--- config.mk ---
export PLATFORM = sky130hd
export DESIGN_NAME = io_mmio_ctrl
export DESIGN_NICKNAME = d
export VERILOG_FILES = /design/src/rtl/io_mmio_ctrl.sv
export SDC_FILE = /design/constraint.sdc
export NUM_CORES = 1
export LEC_CHECK = 0
export CAP_MARGIN = 25
export CORE_ASPECT_RATIO = 1.4
export CORE_MARGIN = 2
export CORE_UTILIZATION = 50
export DETAILED_ROUTE_END_ITERATION = 8
export PLACE_DENSITY = 0.86
export SYNTH_ARGS = -nofsm -noshare
export SYNTH_HDL_FRONTEND = slang
export SYNTH_SLANG_ARGS = --single-unit
--- constraint.sdc ---
create_clock -name clk -period 4.6 [get_ports clk]
set_clock_uncertainty 0.1 [all_clocks]
set_input_delay 0.92 -clock clk [delete_from_list [all_inputs] [get_ports clk]]
set_output_delay 0.92 -clock clk [all_outputs]
set_load 0.02 [all_outputs]
--- src/rtl/io_mmio_ctrl.sv ---
// MMIO peripheral: 10 LEDs and 12 debounced, change-tracked switches behind a single-outstanding req/ack bus.
// Response one cycle after request; a request arriving while the ack is pending waits for the next IDLE cycle.
module io_mmio_ctrl #(
  parameter logic [31:0] BASE_ADDR       = 32'h0000_1000,
  parameter int          DEBOUNCE_CYCLES = 50000,
  parameter logic [9:0]  LED_RESET       = 10'h001
) (
  input  logic        clk,
  input  logic        aresetn,
  input  logic        bus_req,
  input  logic        bus_we,
  input  logic [31:0] bus_addr,
  input  logic [31:0] bus_wdata,
  output logic        bus_ack,
  output logic [31:0] bus_rdata,
  output logic        bus_err,
  input  logic [11:0] sw_raw,
  output logic [9:0]  led_o,
  output logic        irq
);

  localparam int          CW       = $clog2(DEBOUNCE_CYCLES);
  localparam logic [CW-1:0] CNT_LAST = CW'(DEBOUNCE_CYCLES - 1);

  typedef enum logic {ST_IDLE, ST_RESP} state_t;

  state_t        r_state, w_state_nxt;
  logic [9:0]    r_led;
  logic [11:0]   r_sync1, r_sync2, r_sw_stable, r_changed;
  logic          r_irq_en;
  logic [CW-1:0] r_deb_cnt;
  logic [31:0]   r_rdata;
  logic          r_err;

  logic          w_acc, w_hit, w_err, w_wr, w_sw_diff, w_deb_fire;
  logic [1:0]    w_off;
  logic [31:0]   w_rdata;
  logic [11:0]   w_set, w_clr;
  logic          w_unused;

  assign w_unused = &{1'b0, bus_addr[1:0], bus_wdata[31:12]};

  // Access decode; read data reflects the pre-write register contents.
  always_comb begin
    w_acc   = (r_state == ST_IDLE) && bus_req;
    w_hit   = (bus_addr[31:4] == BASE_ADDR[31:4]);
    w_off   = bus_addr[3:2];
    w_err   = !w_hit || (bus_we && (w_off == 2'd1));
    w_wr    = w_acc && bus_we && !w_err;
    w_rdata = 32'h0;
    if (!bus_we && !w_err) begin
      case (w_off)
        2'd0:    w_rdata = {22'h0, r_led};
        2'd1:    w_rdata = {20'h0, r_sw_stable};
        2'd2:    w_rdata = {20'h0, r_changed};
        default: w_rdata = {31'h0, r_irq_en};
      endcase
    end
  end

  always_comb begin
    w_sw_diff  = (r_sync2 != r_sw_stable);
    w_deb_fire = w_sw_diff && (r_deb_cnt == CNT_LAST);
    w_set      = w_deb_fire ? (r_sync2 ^ r_sw_stable) : 12'h0;
    w_clr      = (w_wr && (w_off == 2'd2)) ? bus_wdata[11:0] : 12'h0;
  end

  always_ff @(posedge clk) begin
    if (!aresetn) begin
      r_state <= ST_IDLE;
    end else begin
      r_state <= w_state_nxt;
    end
  end

  always_comb begin
    w_state_nxt = r_state;
    bus_ack     = 1'b0;
    bus_rdata   = 32'h0;
    bus_err     = 1'b0;
    case (r_state)
      ST_IDLE: begin
        if (bus_req) w_state_nxt = ST_RESP;
      end
      default: begin
        w_state_nxt = ST_IDLE;
        bus_ack     = 1'b1;
        bus_rdata   = r_rdata;
        bus_err     = r_err;
      end
    endcase
  end

  always_ff @(posedge clk) begin
    if (!aresetn) begin
      r_led    <= LED_RESET;
      r_irq_en <= 1'b0;
      r_rdata  <= 32'h0;
      r_err    <= 1'b0;
    end else begin
      if (w_acc) begin
        r_rdata <= w_rdata;
        r_err   <= w_err;
      end
      if (w_wr && (w_off == 2'd0)) r_led    <= bus_wdata[9:0];
      if (w_wr && (w_off == 2'd3)) r_irq_en <= bus_wdata[0];
    end
  end

  // A change set by the debouncer on the same edge as a W1C clear takes priority.
  always_ff @(posedge clk) begin
    if (!aresetn) begin
      r_sync1     <= 12'h0;
      r_sync2     <= 12'h0;
      r_sw_stable <= 12'h0;
      r_changed   <= 12'h0;
      r_deb_cnt   <= '0;
    end else begin
      r_sync1   <= sw_raw;
      r_sync2   <= r_sync1;
      r_changed <= (r_changed & ~w_clr) | w_set;
      if (!w_sw_diff || w_deb_fire) begin
        r_deb_cnt <= '0;
      end else if (r_deb_cnt != CNT_LAST) begin
        r_deb_cnt <= r_deb_cnt + CW'(1);
      end
      if (w_deb_fire) r_sw_stable <= r_sync2;
    end
  end

  assign led_o = r_led;
  assign irq   = r_irq_en & (|r_changed);

endmodule
==> results by group, run 1 <==
Outcome
  – Status: finished clean

Critical path
  – Reg2reg setup slack: between 2 and 2.5 ns
  – Required @ worst endpoint: between 3 and 4 ns
  – CP Class: flip-flop to output pin
  – Crit path launch type: flip-flop
  – Critical Path Fanout Max: 3
  – Worst Reg-to-Reg Cells: 5
  – Reg2reg end: r_sw_stable[5]
  – Nature of the critical path endpoint: output pin
  – Critical path arrival: 1.72 ns
  – RR Startpoint: r_deb_cnt[0]
  – CP endpoint: irq
  – CP startpoint: r_changed[6]

Global route
  – Antenna violations before repair: 0
  – All-layer global routing usage: between 10% and 20%
  – Largest net degree at the start of global routing: 42
  – Grt total ovfl: 0
  – First-pass GRT wire length: 12.9 mm
  – Vias in the first global route: roughly 2,900

Timing
  – Final setup TNS: 0 ns
  – Setup-failing EPs final: 0
  – RSZ-0062 raised after global routing: false
  – Final Slew Violations: 0
  – Slew at the pin closest to its max-slew limit: approximately 0.68 ns
  – Final Hold Fails: 0
  – Worst Setup Slack, final: about 1.9 ns
  – Max_slew headroom: 54.4%
  – Tmin final: 2.74 ns
  – Fin crit share: 59.5%
  – Achievable frequency: 365 MHz

Placed design
  – Pre-CTS setup slack: between 1.5 and 2 ns
  – Port Buffers: between 80 and 90
  – GP Congestion: around 0.81
  – Hpwl dp: approximately 6.1 mm

Logic synthesis
  – Synth cell types: 32
  – Yosys Warn Count: 0
  – Post-synth top area share: between 40 and 50%
  – Cells after synthesis: around 430
  – Register bit total from synthesis: 89
  – Synth area leaders: dfxtp_1 46%, mux2i_1 8.1%, and2_1 6.5%
  – Mapped cell area: 3830 µm²
  – Synth area leader: dfxtp_1
  – Syn_area_per_cell: 9.00 µm²
  – Sequential share of the synthesized area: 46.5%

Drt
  – Pre-antenna DRT Iters: 8
  – Antenna viol nets, final: 0
  – Vias per inst: around 5.1
  – Total Wirelength: 7.79 mm
  – DRC errors left: 0
  – 1st-iter DRT viols: 203
  – Routed WL per cell: 12.9 µm
  – Via count: 3,054

Power
  – P_leak: 1.70 nW
  – Pwr Density: approximately 280 nW/µm²
  – Worst VDD drop: between 200 and 250 µV

Floorplanning
  – Die Span Y: roughly 110 µm
  – Core area: between 7000 and 8000 µm²
  – Initial Util: 51.7%
  – Row cnt: 37
  – Die Wd: just under 80 µm
  – I/O pin cnt: roughly 130
  – Die Area: around 8400 µm²

Cells and area
  – Post-layout nets: around 580
  – Finished Core Util: between 60% and 70%
  – Filler cells: approximately 600
  – Ant diodes: 0
  – Synth-to-layout area growth: 25.4%
  – Layout cells sized above 1: 4.54%

CTS
  – # hold bufs at CTS: 0
  – Clk slew on worst S/H paths: about 0.080 ns
  – CTS tree: built
  – Root Driver: clkbuf_8
  – Later-pin clock latency in the skew report: 0.35 ns
  – CTS Buffer Depth: 2
  – Post-CTS setup buffers: 0
  – H-Tree Depth: 3
  – Cts repair resizes: 0
  – Clock sinks: between 80 and 90
  – CTS Buf Count: 9

Run
  – Maxcap violations: 0

Min path
  – Worst hold stages: 1
  – Hold WC Path Type: flip-flop to flip-flop
[layout by cell type, fill, tap and decap left out, types with 6 or more instances in the layout]
| cell | n |
|---|---|
| dfxtp_1 | 89 |
| xor2_1 | 9 |
| buf_4 | 6 |
| o21bai_1 | 11 |
| nand3_1 | 10 |
| nor2b_1 | 12 |
| nor2_1 | 30 |
| nand2_1 | 55 |
| clkdlybuf4s50_1 | 81 |
| conb_1 | 20 |
| mux2i_1 | 31 |
| clkbuf_8 | 10 |
| a21oi_1 | 20 |
| and2_1 | 40 |
| nand4_1 | 9 |
| o21ai_0 | 15 |
| xnor2_1 | 17 |
| nor4_1 | 10 |
[registers in the layout, summed over array words and instances, names as in the netlist]
signal / count
r_state: 1
led_o: 10
r_changed: 12
r_rdata: 12
r_sync1: 12
r_deb_cnt: 16
r_sync2: 12
r_irq_en: 1
r_sw_stable: 12
r_err: 1
[area by class of cell]
type	instances	area [µm²]	share of cell area, %
sequential	89	1780	37.1
multi-input combinational	311	1860	38.8
clock buffer	12	145	3.02
inverter	4	15.0	0.312
tap	97	121	2.53
timing repair buffer	88	861	17.9
clock inverter	3	17.5	0.365
[layer usage]
metal	vias to the layer above	part of all wire, %	global-route usage (%)
li1	1532	-	-
met1	1395	40	21.2
met2	100	52	34.5
met3	27	4.2	2.43
met4	0	4.2	13.3
met5	-	0	0
[stage by stage]
| stage | hold WS (ns) | area (µm²) | power (mW) | instances |
|---|---|---|---|---|
| after floorplan | 0.312 | 3900 | 0.879 | 445 |
| after global placement | 0.314 | 4640 | 0.927 | 589 |
| after detailed placement | 0.320 | 4640 | 0.930 | 589 |
| after CTS | 0.338 | 4800 | 1.38 | 604 |
| after global routing | 0.362 | 4800 | 1.42 | 604 |
| final | 0.336 | 4800 | 1.36 | 604 |
[worst max-delay path: stages (launching register included)]
cell             delay (ns)
dfxtp_1                0.36
nor4_1                 0.30
a31oi_1                0.15
clkdlybuf4s50_1        0.56
[synth_stat cells]
library cell   n
inv_1          4
nand3b_1       4
nor2_1        30
buf_6          2
nor4b_1        2
mux4_2         1
xor2_1         9
nor2b_1       12
nand3_1       10
xnor2_1       17
nand2b_1       1
buf_4         20
mux2i_1       31
a21o_1         1
and3_1         1
nor3_1         5
o21bai_1      11
o21ai_0       15
conb_1         1
a31oi_1        1
and2_1        40
ha_1           1
buf_2          4
or3_1          2
dfxtp_1       89
clkbuf_1      15
nand4_1        9
nor4_1        10
a21oi_1       20
nand2_1       55
a22oi_1        2
nor4_2         1
[report_power, final]
part / internal, mW / switching (mW)
Combinational: 0.0636 / 0.0566
Sequential: 0.783 / 0.00795
Clock: 0.206 / 0.245
[logic make-up (layout without fill, tap and decap cells)]
logic type / count (synthesis) / count (layout) / share of synthesized area [%]
muxes: 32 / 32 / 8.68
adders and majority gates: 1 / 1 / 0.326
other: 1 / 20 / 0.0978
buffers and inverters: 45 / 107 / 6.89
DFF: 89 / 89 / 46.5
AOI/OAI and AO/OA: 50 / 50 / 7.48
xor gates and xnor gates: 26 / 26 / 5.94
and+or+nand+nor: 182 / 182 / 24.1
[worst min-delay path by stage]
stage	startpoint	to	slack [ns]
4_1_cts	r_sync1[9]	r_sync2[9]	0.34
5_1_grt	r_sync1[6]	r_sync2[6]	0.36
2_1_floorplan	r_sync1[0]	r_sync2[0]	0.31
3_5_place_dp	r_sync1[9]	r_sync2[9]	0.32
3_3_place_gp	r_sync1[7]	r_sync2[7]	0.31
6_report	r_sync1[9]	r_sync2[9]	0.34
Power figures use the tool's default switching activity.
==> run 2, diff against run 1 <==
--- a/config.mk
+++ b/config.mk
@@ -8,9 +8,9 @@
 export CAP_MARGIN = 25
 export CORE_ASPECT_RATIO = 1.4
 export CORE_MARGIN = 2
-export CORE_UTILIZATION = 50
+export CORE_UTILIZATION = 42
 export DETAILED_ROUTE_END_ITERATION = 8
-export PLACE_DENSITY = 0.86
+export PLACE_DENSITY = 0.77
 export SYNTH_ARGS = -nofsm -noshare
 export SYNTH_HDL_FRONTEND = slang
 export SYNTH_SLANG_ARGS = --single-unit
==> constraint.sdc (replaced) <==
create_clock -name clk -period 2.2 [get_ports clk]
set_clock_uncertainty 0.1 [all_clocks]
set_input_delay 0.44 -clock clk [delete_from_list [all_inputs] [get_ports clk]]
set_output_delay 0.44 -clock clk [all_outputs]
set_load 0.02 [all_outputs]
==> results by group, run 2 (same netlist as run 1, synthesis figures left out) <==
CTS
  – H-Tree Depth: 3 (unchanged)
  – Clk slew on worst S/H paths: 0.06 ns (-0.02 ns)
  – # hold bufs at CTS: 0 (unchanged)
  – CTS tree: built
  – CTS Buf Count: 9 (unchanged)
  – CTS Buffer Depth: 2 (unchanged)
  – Clock sinks: 89 (unchanged)
  – Root Driver: clkbuf_16
  – Later-pin clock latency in the skew report: 0.34 ns (about the same)

Power
  – Total power: 3.60 mW (+160%)
  – Worst VDD drop: 432 µV (+89%)
  – P_leak: 1.85 nW (+9.1%)
  – Pwr Density: 706 nW/µm² (+150%)

Floorplanning
  – Initial Util: 42.9% (-8.8 points)
  – Die Wd: 84.7 µm (+8.6%)
  – Row cnt: 41 (+11%)
  – I/O pin cnt: 125 (unchanged)
  – Die Area: 9920 µm² (+18%)
  – Die Span Y: 117 µm (+8.8%)
  – Core area: 8930 µm² (+21%)

Drt
  – Vias per inst: 4.87 (-3.7%)
  – Via count: 3,059 (+0.16%)
  – 1st-iter DRT viols: 139 (-32%)
  – Antenna viol nets, final: 0 (unchanged)
  – Total Wirelength: 8.19 mm (+5.2%)
  – Pre-antenna DRT Iters: 4 (-4)
  – Routed WL per cell: 13.0 µm (+1.2%)
  – DRC errors left: 0 (unchanged)

Cells and area
  – Post-layout nets: 597 (+2.2%)
  – Ant diodes: 0 (unchanged)
  – Area taken by multi-input logic gates: 1870 µm² (+0.34%)
  – Seq. cell area: 1780 µm² (about the same)
  – Layout cells sized above 1: 7.87% (+3.3 points)
  – Max reg flops: 16 (unchanged)
  – Commonest non-fill, non-tap cell in the layout: dfxtp_1
  – Filler cells: 766 (+26%)
  – Reg with most FFs: r_deb_cnt
  – Synth-to-layout area growth: 33.1%
  – Commonest cells after routing, fill and taps aside: 88 x dfxtp_1, 80 x clkdlybuf4s50_1, 55 x nand2_1, 40 x and2_1, 31 x mux2i_1

Critical path
  – Crit path launch type: primary input
  – Critical Path Fanout Max: 12 (+9)
  – Nature of the critical path endpoint: flip-flop
  – Critical path arrival: 2.21 ns (+0.49 ns)
  – CP Class: primary input to flip-flop
  – Required @ worst endpoint: 2.31 ns (-1.27 ns)

Timing
  – RSZ-0062 raised after global routing: true
  – Setup-failing EPs final: 0 (unchanged)
  – Fin crit share: between 90% and 100%
  – Final Hold Fails: 0 (unchanged)
  – Tmin final: around 2.1 ns
  – Worst Hold Margin: 0.329 ns (-0.00637 ns)
  – Achievable frequency: 477 MHz
  – Final Slew Violations: 0 (unchanged)

Global route
  – All-layer global routing usage: 17.1% (-2.3 points)
  – Largest net degree at the start of global routing: 24 (-43%)
  – Grt total ovfl: 0 (unchanged)
  – Antenna violations before repair: 0 (unchanged)
  – Vias in the first global route: 3,017 (+3.2%)
  – First-pass GRT wire length: 13.6 mm (+5.1%)

Placed design
  – Port Buffers: 82 (unchanged)
  – GP Congestion: 0.842 (+3.4%)
  – Hpwl dp: 6.28 mm (+3.6%)

Run
  – Maxcap violations: 0 (unchanged)

Outcome
  – Status: finished clean

Min path
  – Hold WC Path Type: flip-flop to flip-flop
-- run 2: cell types whose count changed in the layout (fill, tap and decap cells not counted), sizes merged --
| cell | previous run | this run |
|---|---|---|
| bufinv | 0 | 2 |
| buf | 7 | 20 |
| clkinvlp | 1 | 0 |
| clkdlybuf4s50 | 81 | 80 |
| dlygate4sd2 | 0 | 1 |
-- run 2: per-layer routing --
layer / routed length (µm) / vias up / track usage, % / part of all wire (%)
met2: 4270 / 81 / 31.2 / 52
li1: - / 1563 / - / -
met5: 0 / - / 0 / 0
met3: 297 / 23 / 3.44 / 3.6
met1: 3340 / 1392 / 18.3 / 41
met4: 291 / 0 / 10.2 / 3.6
-- run 2: path summary, 6_finish.rpt --
kind	startpoint	to	slack [ns]	cells after the start
max	bus_addr[14]	r_changed[8]	0.10	7
min	r_sync1[9]	r_sync2[9]	0.33	1
max reg2reg	r_deb_cnt[4]	r_sw_stable[8]	0.24	6
min reg2reg	r_sync1[9]	r_sync2[9]	0.33	1
-- run 2: final cells by class --
| type | instances | area share, % |
|---|---|---|
| clock buffers | 12 | 5.22 |
| clock inverters | 4 | 1.45 |
| inverters | 4 | 0.294 |
| multi-input cells | 311 | 36.6 |
| flip-flops and latches | 89 | 34.9 |
| well taps | 107 | 2.62 |
| repair buffers | 101 | 18.8 |
-- run 2: per-stage QoR --
step	setup slack [ns]	area, µm²	TNS [ns]	utilization [%]	std cells
after floorplan	0.384	3900	0	-	445
after global placement	-0.161	4740	-3.34	53.1	610
after detailed placement	-0.285	4740	-6.43	53.1	610
after CTS	0.0514	5080	0	56.9	626
after global routing	-0.0145	5100	-0.0145	57.2	628
final	0.103	5100	0	57.2	628
-- run 2: what timing repair did --
item                                   CTS  global route
endpoints found under the hold margin    0             0
buffers inserted                         0             2
setup endpoints to repair               14            15
resized for setup                        2             2
pin swaps                                0             3
-- run 2: critical path, stage by stage --
cell             delay, ns
clkdlybuf4s50_1       0.42
nor4_1                0.35
nand4_1               0.25
nor3_1                0.26
buf_4                 0.23
a21oi_1               0.09
o21bai_1              0.16
-- run 2: where the power goes --
| part | switching [mW] | total, mW | internal (mW) |
|---|---|---|---|
| Clock | 0.594 | 1.68 | 1.09 |
| Sequential | 0.0176 | 1.66 | 1.64 |
| Combinational | 0.121 | 0.262 | 0.141 |
